==> config.mk <==
export PLATFORM = sky130hd
export DESIGN_NAME = encoder_txrx_sm
export DESIGN_NICKNAME = d
export VERILOG_FILES = /design/src/rtl/encoder_txrx_sm.sv
export SDC_FILE = /design/constraint.sdc
export NUM_CORES = 1
export LEC_CHECK = 0
export ABC_AREA = 1
export ABC_CLOCK_PERIOD_IN_PS = 3500
export CAP_MARGIN = 20
export CORE_MARGIN = 2
export CORE_UTILIZATION = 49
export CTS_CLUSTER_DIAMETER = 60
export DETAILED_ROUTE_END_ITERATION = 6
export PLACE_DENSITY = 0.9
export SYNTH_ARGS = -nofsm -noshare
export SYNTH_HDL_FRONTEND = slang
export SYNTH_SLANG_ARGS = --single-unit
==> constraint.sdc <==
create_clock -name clock -period 3.5 [get_ports clock]
set_clock_uncertainty 0.15 [all_clocks]
set_input_delay 1.05 -clock clock [delete_from_list [all_inputs] [get_ports clock]]
set_output_delay 1.05 -clock clock [all_outputs]
set_load 0.02 [all_outputs]
==> src/rtl/encoder_txrx_sm.sv <==
// Simplified 1000BASE-T style PCS: TX framing FSM, side-stream scrambler,
// 4-lane PAM5 symbol encoder and RX framing FSM with collision detect.
module encoder_txrx_sm #(
   parameter logic [32:0] SEED = 33'h1
) (
   input  logic       clock,
   input  logic       reset,
   input  logic       io_tx_enable,
   input  logic       io_tx_mode,
   input  logic       io_tx_error,
   input  logic [7:0] io_txd,
   input  logic       io_symb_timer_done,
   input  logic [31:0] io_n,
   input  logic [31:0] io_n0,
   input  logic       io_loc_rcvr_status,
   input  logic       io_rx_symb_vector_valid,
   input  logic [2:0] io_rx_symb_vector_bits_0,
   input  logic [2:0] io_rx_symb_vector_bits_1,
   input  logic [2:0] io_rx_symb_vector_bits_2,
   input  logic [2:0] io_rx_symb_vector_bits_3,
   input  logic [7:0] io_decoded_rx_symb_vector,
   input  logic       io_pcs_reset,
   output logic [7:0] io_rxd,
   output logic       io_rx_dv,
   output logic       io_rx_er,
   output logic       io_rxerror_status,
   output logic       io_rx_symb_vector_ready,
   output logic       io_col,
   input  logic       io_tx_symb_vector_ready,
   output logic       io_tx_symb_vector_valid,
   output logic [2:0] io_tx_symb_vector_bits_0,
   output logic [2:0] io_tx_symb_vector_bits_1,
   output logic [2:0] io_tx_symb_vector_bits_2,
   output logic [2:0] io_tx_symb_vector_bits_3
);

   typedef enum logic [2:0] {
      TX_IDLE = 3'd0,
      TX_SSD1 = 3'd1,
      TX_SSD2 = 3'd2,
      TX_DATA = 3'd3,
      TX_ESD1 = 3'd4,
      TX_ESD2 = 3'd5
   } tx_state_t;

   typedef enum logic [1:0] {
      RX_IDLE     = 2'd0,
      RX_SSD_SEEN = 2'd1,
      RX_RECEIVE  = 2'd2,
      RX_ESD_SEEN = 2'd3
   } rx_state_t;

   localparam logic [2:0] SYM_P2 = 3'b010;
   localparam logic [2:0] SYM_P1 = 3'b001;
   localparam logic [2:0] SYM_Z  = 3'b000;
   localparam logic [2:0] SYM_M1 = 3'b111;
   localparam logic [2:0] SYM_M2 = 3'b110;

   // Vectors are packed {A, B, C, D} with lane A in the top three bits.
   localparam logic [11:0] VEC_SSD1 = {SYM_P2, SYM_Z, SYM_P2, SYM_Z};
   localparam logic [11:0] VEC_SSD2 = {SYM_Z, SYM_P2, SYM_Z, SYM_P2};
   localparam logic [11:0] VEC_ESD1 = {SYM_M2, SYM_Z, SYM_M2, SYM_Z};
   localparam logic [11:0] VEC_ESD2 = {SYM_Z, SYM_M2, SYM_Z, SYM_M2};
   localparam logic [11:0] VEC_ERR  = {SYM_Z, SYM_Z, SYM_P2, SYM_P2};

   function automatic logic [2:0] pam_map(input logic [1:0] pair);
      logic [2:0] sym;
      case (pair)
         2'b00:   sym = SYM_M2;
         2'b01:   sym = SYM_M1;
         2'b10:   sym = SYM_P1;
         2'b11:   sym = SYM_P2;
         default: sym = SYM_M2;
      endcase
      return sym;
   endfunction

   function automatic logic is_bad_sym(input logic [2:0] sym);
      logic bad;
      case (sym)
         3'b011, 3'b100, 3'b101: bad = 1'b1;
         default:                bad = 1'b0;
      endcase
      return bad;
   endfunction

   tx_state_t   tx_state_r;
   tx_state_t   tx_next_s;
   rx_state_t   rx_state_r;
   logic [32:0] scr_r;
   logic [32:0] scr_next_s;
   logic [11:0] tx_vec_r;
   logic [11:0] tx_vec_s;
   logic [11:0] idle_vec_s;
   logic [7:0]  data_s;
   logic        tx_valid_r;
   logic        rx_ready_r;
   logic        tx_accept_s;
   logic [11:0] rx_vec_s;
   logic        rx_fire_s;
   logic        rx_bad_s;
   logic        rx_err_set_s;
   logic [7:0]  rxd_r;
   logic        rx_dv_r;
   logic        rx_er_r;
   logic        rxerr_status_r;

   // Next TX vector, next TX state and next scrambler value.
   always_comb begin
      tx_accept_s = tx_valid_r & io_tx_symb_vector_ready;
      data_s      = io_txd ^ scr_r[7:0];
      if (io_n == io_n0) begin
         scr_next_s = SEED;
      end else begin
         scr_next_s = {scr_r[31:0], scr_r[32] ^ scr_r[12]};
      end
      idle_vec_s = {scr_r[0] ? SYM_P2 : SYM_M2,
                    scr_r[1] ? SYM_P2 : SYM_M2,
                    scr_r[2] ? SYM_P2 : SYM_M2,
                    (scr_r[3] ^ io_loc_rcvr_status) ? SYM_P2 : SYM_M2};
      tx_vec_s  = 12'h000;
      tx_next_s = tx_state_r;
      if (io_tx_mode) begin
         tx_vec_s  = 12'h000;
         tx_next_s = TX_IDLE;
      end else begin
         case (tx_state_r)
            TX_IDLE: begin
               tx_vec_s = idle_vec_s;
               if (io_tx_enable) tx_next_s = TX_SSD1;
               else              tx_next_s = TX_IDLE;
            end
            TX_SSD1: begin
               tx_vec_s  = VEC_SSD1;
               tx_next_s = TX_SSD2;
            end
            TX_SSD2: begin
               tx_vec_s  = VEC_SSD2;
               tx_next_s = TX_DATA;
            end
            TX_DATA: begin
               if (io_tx_error) begin
                  tx_vec_s = VEC_ERR;
               end else begin
                  tx_vec_s = {pam_map(data_s[1:0]), pam_map(data_s[3:2]),
                              pam_map(data_s[5:4]), pam_map(data_s[7:6])};
               end
               if (io_tx_enable) tx_next_s = TX_DATA;
               else              tx_next_s = TX_ESD1;
            end
            TX_ESD1: begin
               tx_vec_s  = VEC_ESD1;
               tx_next_s = TX_ESD2;
            end
            TX_ESD2: begin
               tx_vec_s  = VEC_ESD2;
               tx_next_s = TX_IDLE;
            end
            default: begin
               tx_vec_s  = 12'h000;
               tx_next_s = TX_IDLE;
            end
         endcase
      end
   end

   // TX FSM, scrambler and registered symbol output; all move only on accept.
   always_ff @(posedge clock or negedge reset) begin
      if (!reset) begin
         tx_state_r <= TX_IDLE;
         scr_r      <= SEED;
         tx_vec_r   <= 12'h000;
         tx_valid_r <= 1'b0;
      end else if (io_pcs_reset) begin
         tx_state_r <= TX_IDLE;
         scr_r      <= SEED;
         tx_vec_r   <= 12'h000;
         tx_valid_r <= 1'b0;
      end else begin
         tx_valid_r <= 1'b1;
         if (tx_accept_s) begin
            tx_state_r <= tx_next_s;
            scr_r      <= scr_next_s;
            tx_vec_r   <= tx_vec_s;
         end
      end
   end

   // Decode of the received vector into fire/error conditions.
   always_comb begin
      rx_vec_s  = {io_rx_symb_vector_bits_0, io_rx_symb_vector_bits_1,
                   io_rx_symb_vector_bits_2, io_rx_symb_vector_bits_3};
      rx_fire_s = rx_ready_r & io_rx_symb_vector_valid;
      rx_bad_s  = is_bad_sym(io_rx_symb_vector_bits_0) | is_bad_sym(io_rx_symb_vector_bits_1) |
                  is_bad_sym(io_rx_symb_vector_bits_2) | is_bad_sym(io_rx_symb_vector_bits_3);
      rx_err_set_s = rx_fire_s & (rx_state_r == RX_RECEIVE) & (rx_vec_s != VEC_ESD1) & rx_bad_s;
   end

   // RX FSM with registered rxd/rx_dv/rx_er and sticky error status.
   always_ff @(posedge clock or negedge reset) begin
      if (!reset) begin
         rx_state_r     <= RX_IDLE;
         rx_ready_r     <= 1'b0;
         rxd_r          <= 8'h00;
         rx_dv_r        <= 1'b0;
         rx_er_r        <= 1'b0;
         rxerr_status_r <= 1'b0;
      end else if (io_pcs_reset) begin
         rx_state_r     <= RX_IDLE;
         rx_ready_r     <= 1'b0;
         rxd_r          <= 8'h00;
         rx_dv_r        <= 1'b0;
         rx_er_r        <= 1'b0;
         rxerr_status_r <= 1'b0;
      end else begin
         rx_ready_r <= 1'b1;
         rx_dv_r    <= 1'b0;
         rx_er_r    <= 1'b0;
         if (rx_fire_s) begin
            case (rx_state_r)
               RX_IDLE: begin
                  if (rx_vec_s == VEC_SSD1) rx_state_r <= RX_SSD_SEEN;
               end
               RX_SSD_SEEN: begin
                  if (rx_vec_s == VEC_SSD2) rx_state_r <= RX_RECEIVE;
                  else                      rx_state_r <= RX_IDLE;
               end
               RX_RECEIVE: begin
                  if (rx_vec_s == VEC_ESD1) begin
                     rx_state_r <= RX_ESD_SEEN;
                  end else begin
                     rxd_r   <= io_decoded_rx_symb_vector;
                     rx_dv_r <= 1'b1;
                     rx_er_r <= rx_bad_s;
                  end
               end
               RX_ESD_SEEN: rx_state_r <= RX_IDLE;
               default:     rx_state_r <= RX_IDLE;
            endcase
         end
         if (rx_err_set_s)            rxerr_status_r <= 1'b1;
         else if (io_symb_timer_done) rxerr_status_r <= 1'b0;
      end
   end

   assign io_tx_symb_vector_valid  = tx_valid_r;
   assign io_tx_symb_vector_bits_0 = tx_vec_r[11:9];
   assign io_tx_symb_vector_bits_1 = tx_vec_r[8:6];
   assign io_tx_symb_vector_bits_2 = tx_vec_r[5:3];
   assign io_tx_symb_vector_bits_3 = tx_vec_r[2:0];
   assign io_rx_symb_vector_ready  = rx_ready_r;
   assign io_rxd                   = rxd_r;
   assign io_rx_dv                 = rx_dv_r;
   assign io_rx_er                 = rx_er_r;
   assign io_rxerror_status        = rxerr_status_r;
   assign io_col                   = (tx_state_r != TX_IDLE) & rx_dv_r;

endmodule

Word level (Yosys, flattened, before mapping)
Cells that the tools add are included.
- bits of input ports: 102
- register bits after elaboration: 62
- output and inout port bits: 26
- logic and storage cells: 126
- equal/unequal tests: 40
- bitwise gates (word level): 12
- reductions and logical operators: 17
- multiplexer cells: 48
- operator list (operator ; count):
    $mux W33 ; 3
    $pmux W12 S6 ; 1
    $mux W12 ; 4
    $pmux W3 S4 ; 4
    $eq A32 B32 Y1 ; 1
    $mux W8 ; 4
    $eq A3 B3 Y1 const B ; 10
    $mux W3 ; 8
    $eq A2 B2 Y1 const B ; 10
    $eq A3 B2 Y1 const B ; 6
    $mux W1 ; 17
    $pmux W3 S5 ; 1
    $eq A12 B11 Y1 const B ; 1
    $eq A12 B12 Y1 const B ; 1
    $eq A12 B8 Y1 const B ; 1
    $ne A12 B12 Y1 const B ; 1
    $reduce_or A3 Y1 ; 4
    $eq A2 B1 Y1 const B ; 5
    $logic_not A2 Y1 ; 5
    $mux W2 ; 5
    $pmux W2 S4 ; 1
    $xor A8 B8 Y8 ; 1
    $and A1 B1 Y1 ; 6
    $reduce_and A3 Y1 ; 2
    9 further kinds ; 15

Longest topological paths before layout
Gate-level depths: netlist of the first run.
- depth after elaboration: 10
- depth in mapped cells: 11
- mapped depth without buffers: 10

Worst setup path before layout of the first run
No wires, ideal clock.
- kind: reg-to-output
- start point: register tx_state_r[1]
- end point: output io_col
- slack: 1329 ps
- arrival: 971 ps
- cell stages (with the launch flop): 5
- data required time: 2300 ps
- buffers on the path: 0
- cell sequence: dfrtp_1 > inv_1 > nand2_1 > nor2_1 > nor2_1
- longest elaborated chain between the ends: 2
- RTL lines (element ; line ; RTL):
    start, declared ; 87 ; tx_state_t tx_state_r;
    start signal, assigned ; 182 ; tx_state_r <= tx_next_s;
    $reduce_bool A3 Y1 ; 256 ; assign io_col = (tx_state_r != TX_IDLE) & rx_dv_r;
    $and A1 B1 Y1 ; 256 ;
    end, declared ; 28 ; output logic io_col,
No other way between the ends.

Worst setup path in the final report of the first run
Same ends and word-level chain as after synthesis.

==> results_dict.tcl, run 1 <==
set metrics [dict create \
    multi_input_comb_area_sq_um 1693 \
    final_critical_path_setup_slack_ns 0.2207 \
    track_usage 0.2364 \
    fp.dieArea_sq_um 8048 \
    critical_path.startpoint "tx_state_r[1]$_DFFE_PN0P_" \
    cts_sinks 62 \
    combinational_share_of_power 0.166 \
    buffers_plus_inverters_on_the_worst_setup_path 2 \
    fp.dieW_um 89.71 \
    sequential_area_sq_um 1553 \
    vias 3668 \
    synth_seq_cells 62 \
    port_buffers 127 \
    grt_busiest_layer "met2" \
    clk_root_buffer_cell "sky130_fd_sc_hd__clkbuf_8" \
    clock_power_share 0.400 \
    grtUsageMet1 0.2714 \
    critPathKind "reg2out" \
    drive_gt1_frac 0.04806 \
    initial_drc_count 312 \
    gp_routability_congestion 0.9022 \
    drt-vias-per-instance 4.930 \
    powerDensity_nw_per_um2 325.9 \
    netlist_cell_types 32 \
    power.switching_w 0.0004060 \
    synth_seq_area_share 0.4314 \
    cts.clk_slew.worst_paths_ns 0.07 \
    placement.setup.worst_slack_ns 0.6183 \
    firstDrtPassIters 5 \
    synthCells 510 \
    min-delay-start "scr_r[13]$_DFFE_PN0P_" \
    path_class_of_the_lowest_slack_min_delay_path "reg2reg" \
    switching_share 0.2407 \
    required_ns 2.30 \
    timing.final.setup_violations 0 \
    initial_utilization 0.5017 \
    stdcell_area_sq_um 5175 \
    max_clock_freq_ghz 0.3049 \
    cells_along_the_critical_path "inv_1, nand2_1, nor2_1, nor2_1, clkdlybuf4s50_1" \
    vdd_ir_drop_max_mv 0.2129 \
    grt_start_max_net_pins 43 \
    clk-insertion-delay-late_ns 0.34 \
    critical_path.max_stage_delay_ns 0.55 \
    num_io_pins 128 \
    postCtsHoldBufs 0 \
    critical-path-slowest-cell "sky130_fd_sc_hd__clkdlybuf4s50_1" \
    yosysWarnings 0 \
    worstPathMaxFanout 5 \
    htreeDepth 3 \
    measured_slew_at_the_worst_slew_check_pin_ns 0.9336 \
    maxSlewViolCount 0 \
    rr_startpoint "io_rx_symb_vector_ready$_DFF_PN0_" \
    numCtsBuffers 9 \
    area.growth.synth_to_final_pct 43.76 \
    post-cts-setup-buffers 0 \
    cts_tree "built" \
    timing_hold_violations_final 0 \
    r2r_cells 6 \
    n_fill_cell 535 \
    timing.slew.headroom 0.3776 \
    max_cap_violations 0 \
    p_int_w 0.001281 \
    placed_area_sq_um 4962 \
    start_kind "flop" \
    nets 746 \
    syn-num-nets 616 \
    antenna_cells_inserted 0 \
    synthesis.area_sq_um 3600 \
    setup_total_negative_slack_ns 0 \
    ctsResizeCount 0 \
    rsz0062_at_grt "false" \
    part_of_the_power_in_registers 0.433 \
    finalHoldWorstSlack_ns 0.3311 \
    wire_length_of_the_first_global_routing_pass_um 15730 \
    min_period_over_period 0.9369 \
    hold_path_depth 2 \
    critical_path_arrival_ns 2.08 \
    power_leakage_nw 2.472 \
    first_global_vias 3672 \
    drc 0 \
    detailed_route_wl_um 9415 \
    path_depth 5 \
    outcome "finished clean" \
    antenna_violating_nets_left 0 \
    place_hpwl_um 7207 \
    globalRouteMet2Util 0.4280 \
    core-area_sq_um 7176 \
    placementRows 31 \
    critPathCaptureType "output pin" \
    fin_crit_ns 3.279 \
    met3_usage 0.06370 \
    critical-path-top-cell-by-count "sky130_fd_sc_hd__nor2_1" \
    antenna_violations_before_repair 0 \
    synth_area_per_cell_sq_um 7.058 \
    cp_top_family "buffers and inverters" \
    grt.overflow.total 0 \
    avgRoutedWirePerCell_um 12.65 \
    die_h_um 89.71 \
    max-clock-path-buffers 2 \
]
[kinds of logic (layout without fill, tap and decap cells)]
logic type,count (synthesis),after routing,share of synthesized area
buffers and inverters,89,224,0.09837
XOR/XNOR,33,33,0.08029
AND/OR/NAND/NOR,284,284,0.3125
AO/OA/AOI/OAI,38,38,0.06361
adder cells (fa/ha/maj),4,4,0.01390
flip-flops,62,62,0.4314
[state kept, by name, indices dropped and copies added (netlist names)]
signal,flops
io_rxerror_status,1
io_rx_symb_vector_ready,1
io_rx_er,1
rx_state_r,2
tx_vec_r,12
io_rxd,8
scr_r,33
io_rx_dv,1
tx_state_r,3
[area by class of cell]
class,count,share of cell area
Clock inverter,7,0.01717
Clock buffer,9,0.02394
Sequential cell,62,0.3000
Multi-Input combinational cell,359,0.3271
Timing Repair Buffer,133,0.2534
Inverter,75,0.05440
Tap cell,99,0.02394
[cell usage in the layout, fill, tap and decap left out, drive strengths merged]
| cell | count |
|---|---|
| xor2 | 4 |
| nand2 | 194 |
| dfstp | 1 |
| nor2 | 63 |
| a22o | 1 |
| dfrtp | 61 |
| buf | 7 |
| bufinv | 2 |
| nor4 | 2 |
| xnor2 | 29 |
| o21ai | 14 |
| clkbuf | 9 |
| nor3 | 6 |
| clkinv | 5 |
| nand3 | 14 |
| a211oi | 2 |
| o21a | 1 |
| inv | 75 |
| ha | 4 |
| nand4 | 3 |
| clkdlybuf4s50 | 126 |
| nand3b | 1 |
| or2 | 1 |
| o31ai | 4 |
| o22ai | 3 |
| a21oi | 12 |
| o211ai | 1 |
[metrics by stage]
step	cells	total power (W)	utilization
final	744	0.001687	0.7212
after global placement	728	0.001013	0.6915
after floorplan	510	0.0008521	-
after global routing	744	0.001755	0.7212
after CTS	744	0.001701	0.7212
after detailed placement	728	0.001024	0.6915
[synthesized netlist by cell type]
cell type / count / share of area
sky130_fd_sc_hd__a211oi_1: 2 / 0.0042
sky130_fd_sc_hd__a21oi_1: 11 / 0.015
sky130_fd_sc_hd__a21oi_4: 1 / 0.0045
sky130_fd_sc_hd__a22o_1: 1 / 0.0024
sky130_fd_sc_hd__buf_2: 1 / 0.0014
sky130_fd_sc_hd__buf_4: 1 / 0.0021
sky130_fd_sc_hd__buf_6: 2 / 0.0063
sky130_fd_sc_hd__clkbuf_1: 10 / 0.010
sky130_fd_sc_hd__dfrtp_1: 61 / 0.42
sky130_fd_sc_hd__dfstp_2: 1 / 0.0073
sky130_fd_sc_hd__ha_1: 4 / 0.014
sky130_fd_sc_hd__inv_1: 73 / 0.076
sky130_fd_sc_hd__inv_2: 2 / 0.0021
sky130_fd_sc_hd__nand2_1: 193 / 0.20
sky130_fd_sc_hd__nand2_2: 1 / 0.0017
sky130_fd_sc_hd__nand3_1: 14 / 0.019
sky130_fd_sc_hd__nand3b_1: 1 / 0.0021
sky130_fd_sc_hd__nand4_1: 3 / 0.0052
sky130_fd_sc_hd__nor2_1: 60 / 0.063
sky130_fd_sc_hd__nor2_2: 2 / 0.0035
sky130_fd_sc_hd__nor2_4: 1 / 0.0031
sky130_fd_sc_hd__nor3_1: 6 / 0.0083
sky130_fd_sc_hd__nor4_1: 2 / 0.0035
sky130_fd_sc_hd__o211ai_1: 1 / 0.0021
sky130_fd_sc_hd__o21a_1: 1 / 0.0021
sky130_fd_sc_hd__o21ai_0: 10 / 0.014
sky130_fd_sc_hd__o21ai_1: 4 / 0.0056
sky130_fd_sc_hd__o22ai_1: 3 / 0.0052
sky130_fd_sc_hd__o31ai_1: 4 / 0.0083
sky130_fd_sc_hd__or2_1: 1 / 0.0017
sky130_fd_sc_hd__xnor2_1: 29 / 0.071
sky130_fd_sc_hd__xor2_1: 4 / 0.0097
[power groups by stage]
stage          registers (W)  clock network (W)  logic [W]
2_1_floorplan       0.000749                  0   0.000103
3_3_place_gp        0.000744                  0   0.000269
3_5_place_dp        0.000745                  0   0.000280
4_1_cts             0.000731           0.000689   0.000281
5_1_grt             0.000732           0.000716   0.000307
6_report            0.000731           0.000675   0.000281
[worst paths after layout]
check                                                 end  slack (ns)
worst max-delay path                               io_col        0.22
worst min-delay path                scr_r[13]$_DFFE_PN0P_        0.33
worst max register to register    tx_vec_r[9]$_DFFE_PN0P_        1.70
worst min register to register      scr_r[13]$_DFFE_PN0P_        0.33
max in group asynchronous       rx_state_r[1]$_DFFE_PN0P_        1.78
min in group asynchronous         tx_vec_r[7]$_DFFE_PN0P_        0.70
[worst register-to-register path, cell delays in order, from the launching register on]
cell,delay (ns)
sky130_fd_sc_hd__dfrtp_1,0.42
sky130_fd_sc_hd__nand2_1,0.16
sky130_fd_sc_hd__inv_1,0.08
sky130_fd_sc_hd__nor2_2,0.43
sky130_fd_sc_hd__buf_4,0.32
sky130_fd_sc_hd__nand2_1,0.07
sky130_fd_sc_hd__o31ai_1,0.07
[metal layers]
layer,vias up,share of wire
met5,-,0
met4,0,0.021
met3,27,0.066
met2,149,0.52
met1,1685,0.40
li1,1807,-
Power figures use the tool's default switching activity.
==> inputs of run 2 (changes only) <==
- MAX_ROUTING_LAYER: default -> met4
==> results_dict.tcl, run 2 (synthesis gave the netlist of run 1 again) <==
set metrics [dict create \
    port_buffers 127 \
    area.growth.synth_to_final_pct 44.66 \
    start_kind "flop" \
    numCtsBuffers 9 \
    critical-path-slowest-cell "sky130_fd_sc_hd__clkdlybuf4s50_1" \
    maxSlewViolCount 0 \
    core-area_sq_um 7176 \
    ctsResizeCount 0 \
    drc 0 \
    critPathCaptureType "output pin" \
    htreeDepth 3 \
    max-clock-path-buffers 2 \
    fin_crit_ns 3.248 \
    clk-insertion-delay-late_ns 0.34 \
    post-cts-setup-buffers 0 \
    place_hpwl_um 7245 \
    max_cap_violations 0 \
    initial_drc_count 288 \
    critical_path_arrival_ns 2.05 \
    placement.setup.worst_slack_ns 0.5767 \
    fp.dieArea_sq_um 8048 \
    gp_routability_congestion 0.9403 \
    nets 746 \
    grt_start_max_net_pins 34 \
    max_clock_freq_ghz 0.3078 \
    buffers_plus_inverters_on_the_worst_setup_path 2 \
    rsz0062_at_grt "false" \
    required_ns 2.30 \
    die_h_um 89.71 \
    cts_tree "built" \
    final_critical_path_setup_slack_ns 0.2516 \
    critical-path-top-cell-by-count "sky130_fd_sc_hd__nor2_1" \
    path_depth 5 \
    drive_gt1_frac 0.04806 \
    grt.overflow.total 0 \
    initial_utilization 0.5017 \
    timing.final.setup_violations 0 \
    outcome "finished clean" \
    wire_length_of_the_first_global_routing_pass_um 15700 \
    cts_sinks 62 \
    hold_path_depth 2 \
    grt_busiest_layer "met2" \
    vdd_ir_drop_max_mv 0.2963 \
    num_io_pins 128 \
    critical_path.max_stage_delay_ns 0.56 \
    detailed_route_wl_um 9361 \
    globalRouteMet2Util 0.4287 \
    max_reg_flops 33 \
    commonest_non_fill_non_tap_cell_in_the_layout "sky130_fd_sc_hd__nand2_1" \
    worstPathMaxFanout 5 \
    timing.slew.headroom 0.6315 \
    placementRows 31 \
    antenna_cells_inserted 0 \
    avgRoutedWirePerCell_um 12.58 \
    power_leakage_nw 2.483 \
    grtUsageMet1 0.2763 \
    path_class_of_the_lowest_slack_min_delay_path "reg2reg" \
    cells_along_the_critical_path "inv_1, nand2_1, nor2_1, nor2_1, clkdlybuf4s50_1" \
    cp_top_family "buffers and inverters" \
    postCtsHoldBufs 0 \
    fp.dieW_um 89.71 \
    utilization 0.7257 \
    r2r_cells 6 \
    max_flop_register "scr_r" \
    track_usage 0.2425 \
    critPathKind "reg2out" \
    met3_usage 0.05029 \
    vias 3639 \
    timing_hold_violations_final 0 \
    measured_slew_at_the_worst_slew_check_pin_ns 0.5521 \
    antenna_violations_before_repair 0 \
    setup_total_negative_slack_ns 0 \
    drt-vias-per-instance 4.891 \
    first_global_vias 3639 \
    min_period_over_period 0.9281 \
    layout.cells.most_common_list "193 x sky130_fd_sc_hd__nand2_1, 126 x sky130_fd_sc_hd__clkdlybuf4s50_1, 73 x sky130_fd_sc_hd__inv_1" \
    cts.clk_slew.worst_paths_ns 0.07 \
    powerDensity_nw_per_um2 343.2 \
    firstDrtPassIters 5 \
    antenna_violating_nets_left 0 \
    clk_root_buffer_cell "sky130_fd_sc_hd__clkbuf_8" \
    rrSetupSlack_ns 1.69 \
]
-- run 2: changes by cell type in the layout (fill, tap and decap cells not counted), sizes merged --
| cell | before | now |
|---|---|---|
| clkinv | 5 | 3 |
| bufinv | 2 | 3 |
| inv | 75 | 76 |
-- run 2: worst reg2reg max path, stage by stage, from the launching register on --
cell and delay, ns:
sky130_fd_sc_hd__dfrtp_1 0.41, sky130_fd_sc_hd__nand2_1 0.17, sky130_fd_sc_hd__inv_1 0.09, sky130_fd_sc_hd__nor2_2 0.44, sky130_fd_sc_hd__buf_4 0.32, sky130_fd_sc_hd__nand2_1 0.08
sky130_fd_sc_hd__o31ai_1 0.07
-- run 2: path summary, 6_finish.rpt --
check / start / endpoint
hold / removal: scr_r[31]$_DFFE_PN0P_ / scr_r[31]$_DFFE_PN0P_
min in group asynchronous: reset / tx_vec_r[0]$_DFFE_PN0P_
max in group asynchronous: reset / rx_state_r[1]$_DFFE_PN0P_
hold reg to reg: scr_r[31]$_DFFE_PN0P_ / scr_r[31]$_DFFE_PN0P_
setup / recovery: tx_state_r[1]$_DFFE_PN0P_ / io_col
setup reg to reg: io_rx_symb_vector_ready$_DFF_PN0_ / tx_vec_r[9]$_DFFE_PN0P_
-- run 2: power breakdown --
| part | leakage (nW) | switching (W) | internal [W] |
|---|---|---|---|
| Clock | 0.124 | 0.000300 | 0.000477 |
| Sequential | 0.856 | 0.00000607 | 0.000725 |
| Combinational | 1.50 | 0.000122 | 0.000159 |
-- run 2: stage by stage --
| stage | std cells | area, sq um | total power, W | hold WS [ns] |
|---|---|---|---|---|
| 2_1_floorplan | 510 | 3600 | 0.0008521 | 0.2989 |
| 3_3_place_gp | 728 | 4962 | 0.001013 | 0.3119 |
| 3_5_place_dp | 728 | 4962 | 0.001024 | 0.3151 |
| 4_1_cts | 744 | 5207 | 0.001793 | 0.3331 |
| 5_1_grt | 744 | 5207 | 0.001854 | 0.3544 |
| 6_report | 744 | 5207 | 0.001787 | 0.3321 |
-- run 2: final cells by class --
class | instances | area (sq um)
Fill cell | 524 | 1968
Timing Repair Buffer | 133 | 1311
Tap cell | 99 | 123.9
Clock buffer | 9 | 123.9
Sequential cell | 62 | 1553
Inverter | 75 | 281.5
Clock inverter | 7 | 121.4
Multi-Input combinational cell | 359 | 1693
-- run 2: metal layers --
layer	share of wire	up-vias
li1	-	1807
met1	0.41	1681
met2	0.52	128
met3	0.054	23
met4	0.019	0
met5	0	-
==> inputs of run 3 (changes only) <==
- ABC_CLOCK_PERIOD_IN_PS: 3500 -> 3100
- CORE_UTILIZATION: 49 -> 45
- PLACE_DENSITY: 0.9 -> 0.84
- SLEW_MARGIN: default -> 30
- TNS_END_PERCENT: default -> 20
- clock period: 3.5 -> 3.1 ns (I/O delays scaled with it)
==> results_dict.tcl, run 3 (synthesis gave the netlist of run 1 again) <==
set metrics [dict create \
    outcome "finished clean" \
    num_io_pins 128 \
    utilization 0.6652 \
    placementRows 32 \
    n_fill_cell 626 \
    first_global_vias 3410 \
    layout.cells.most_common_list "193 x sky130_fd_sc_hd__nand2_1, 126 x sky130_fd_sc_hd__clkdlybuf4s50_1, 73 x sky130_fd_sc_hd__inv_1" \
    setup_total_negative_slack_ns 0 \
    fin_crit_ns 2.959 \
    maxSlewViolCount 0 \
    core-area_sq_um 7727 \
    drc 0 \
    firstDrtPassIters 4 \
    critical_path.startpoint "tx_state_r[1]$_DFFE_PN0P_" \
    initial_drc_count 281 \
    drt-vias-per-instance 4.681 \
    die_h_um 93.44 \
    min_period_over_period 0.9544 \
    power.switching_w 0.0004501 \
    detailed_route_wl_um 9088 \
    vias 3487 \
    track_usage 0.2279 \
    timing.slew.headroom 0.5386 \
    start_kind "flop" \
    worstPathMaxFanout 5 \
    cts_sinks 62 \
    post-cts-setup-buffers 0 \
    vdd_ir_drop_max_mv 0.2128 \
    required_ns 2.02 \
    finalHoldWorstSlack_ns 0.3313 \
    max_flop_register "scr_r" \
    numCtsBuffers 9 \
    max_cap_violations 0 \
    stdcell_area_sq_um 5140 \
    rsz0062_at_grt "false" \
    antenna_violating_nets_left 0 \
    initial_utilization 0.4658 \
    commonest_non_fill_non_tap_cell_in_the_layout "sky130_fd_sc_hd__nand2_1" \
    port_buffers 127 \
    clk_root_buffer_cell "sky130_fd_sc_hd__clkbuf_8" \
    critical_path_arrival_ns 1.88 \
    max-clock-path-buffers 2 \
    htreeDepth 3 \
    timing.final.setup_violations 0 \
    fp.dieArea_sq_um 8731 \
    powerDensity_nw_per_um2 336.6 \
    clock_power_share 0.340 \
    area.growth.synth_to_final_pct 42.79 \
    postCtsHoldBufs 0 \
    max_clock_freq_ghz 0.3380 \
    measured_slew_at_the_worst_slew_check_pin_ns 0.6921 \
    p_int_w 0.001280 \
    finalNonFillerCells 745 \
    drive_gt1_frac 0.04510 \
    ctsResizeCount 0 \
    min-delay-start "scr_r[31]$_DFFE_PN0P_" \
    critPathKind "reg2out" \
    grt_start_max_net_pins 46 \
    nets 745 \
    timing_hold_violations_final 0 \
    fp.dieW_um 93.44 \
    part_of_the_power_in_registers 0.477 \
    clk-insertion-delay-late_ns 0.34 \
    wire_length_of_the_first_global_routing_pass_um 15270 \
    gp_routability_congestion 0.9489 \
    switching_share 0.2601 \
    cts.clk_slew.worst_paths_ns 0.07 \
    max_reg_flops 33 \
    place_hpwl_um 6938 \
    critPathCaptureType "output pin" \
    grt.overflow.total 0 \
    number_of_cells_after_detailed_placement 730 \
    combinational_share_of_power 0.182 \
    placed_area_sq_um 4984 \
    antenna_violations_before_repair 0 \
    cts_tree "built" \
    antenna_cells_inserted 0 \
    rr_startpoint "io_rx_symb_vector_ready$_DFF_PN0_" \
    power_leakage_nw 2.442 \
    avgRoutedWirePerCell_um 12.20 \
    path_class_of_the_lowest_slack_min_delay_path "reg2reg" \
]
run 3: layout make-up:
class                   count  area [sq um]  area share
multi-input cells         359          1693      0.3294
flip-flops and latches     62          1554      0.3023
repair buffers            132          1329      0.2585
inverters                  75         281.5     0.05477
clock buffers              10         127.6     0.02483
well taps                 102         127.6     0.02483
clock inverters             5         27.53    0.005355
run 3: critical path, cell delays in order (launching register included):
cell                              delay [ns]
sky130_fd_sc_hd__dfrtp_2                0.43
sky130_fd_sc_hd__inv_1                  0.08
sky130_fd_sc_hd__nand2_1                0.12
sky130_fd_sc_hd__nor2_1                 0.05
sky130_fd_sc_hd__buf_4                  0.16
sky130_fd_sc_hd__nor2_1                 0.09
sky130_fd_sc_hd__clkdlybuf4s50_1        0.61
run 3: layer usage:
metal	part of all wire	track usage	up-vias	wire length, um
met3	0.048	0.05882	23	436
met2	0.50	0.3819	102	4499
met1	0.44	0.2669	1568	3954
met5	0	-	-	0
li1	-	-	1794	-
met4	0.022	0.07843	0	197
run 3: stage by stage:
step	power, W	worst slack [ns]
after floorplan	0.0009621	1.049
after global placement	0.001148	0.4629
after detailed placement	0.001157	0.4034
after CTS	0.001743	0.06672
after global routing	0.001821	0.06669
final	0.001730	0.1414
run 3: power groups by stage:
stage / clock, W / sequential, W / combinational [W]
after global routing: 0.000650 / 0.000826 / 0.000345
after detailed placement: 0 / 0.000841 / 0.000316
after CTS: 0.000600 / 0.000826 / 0.000318
final: 0.000589 / 0.000826 / 0.000315
after floorplan: 0 / 0.000846 / 0.000116
after global placement: 0 / 0.000840 / 0.000308
run 3: worst paths after layout:
kind	endpoint	slack [ns]	cells after the start
max	io_col	0.14	6
min	scr_r[31]$_DFFE_PN0P_	0.33	2
max reg2reg	tx_vec_r[8]$_DFFE_PN0P_	1.46	7
min reg2reg	scr_r[31]$_DFFE_PN0P_	0.33	2
max in group asynchronous	scr_r[29]$_DFFE_PN0P_	1.70	2
min in group asynchronous	tx_vec_r[1]$_DFFE_PN0P_	0.47	1
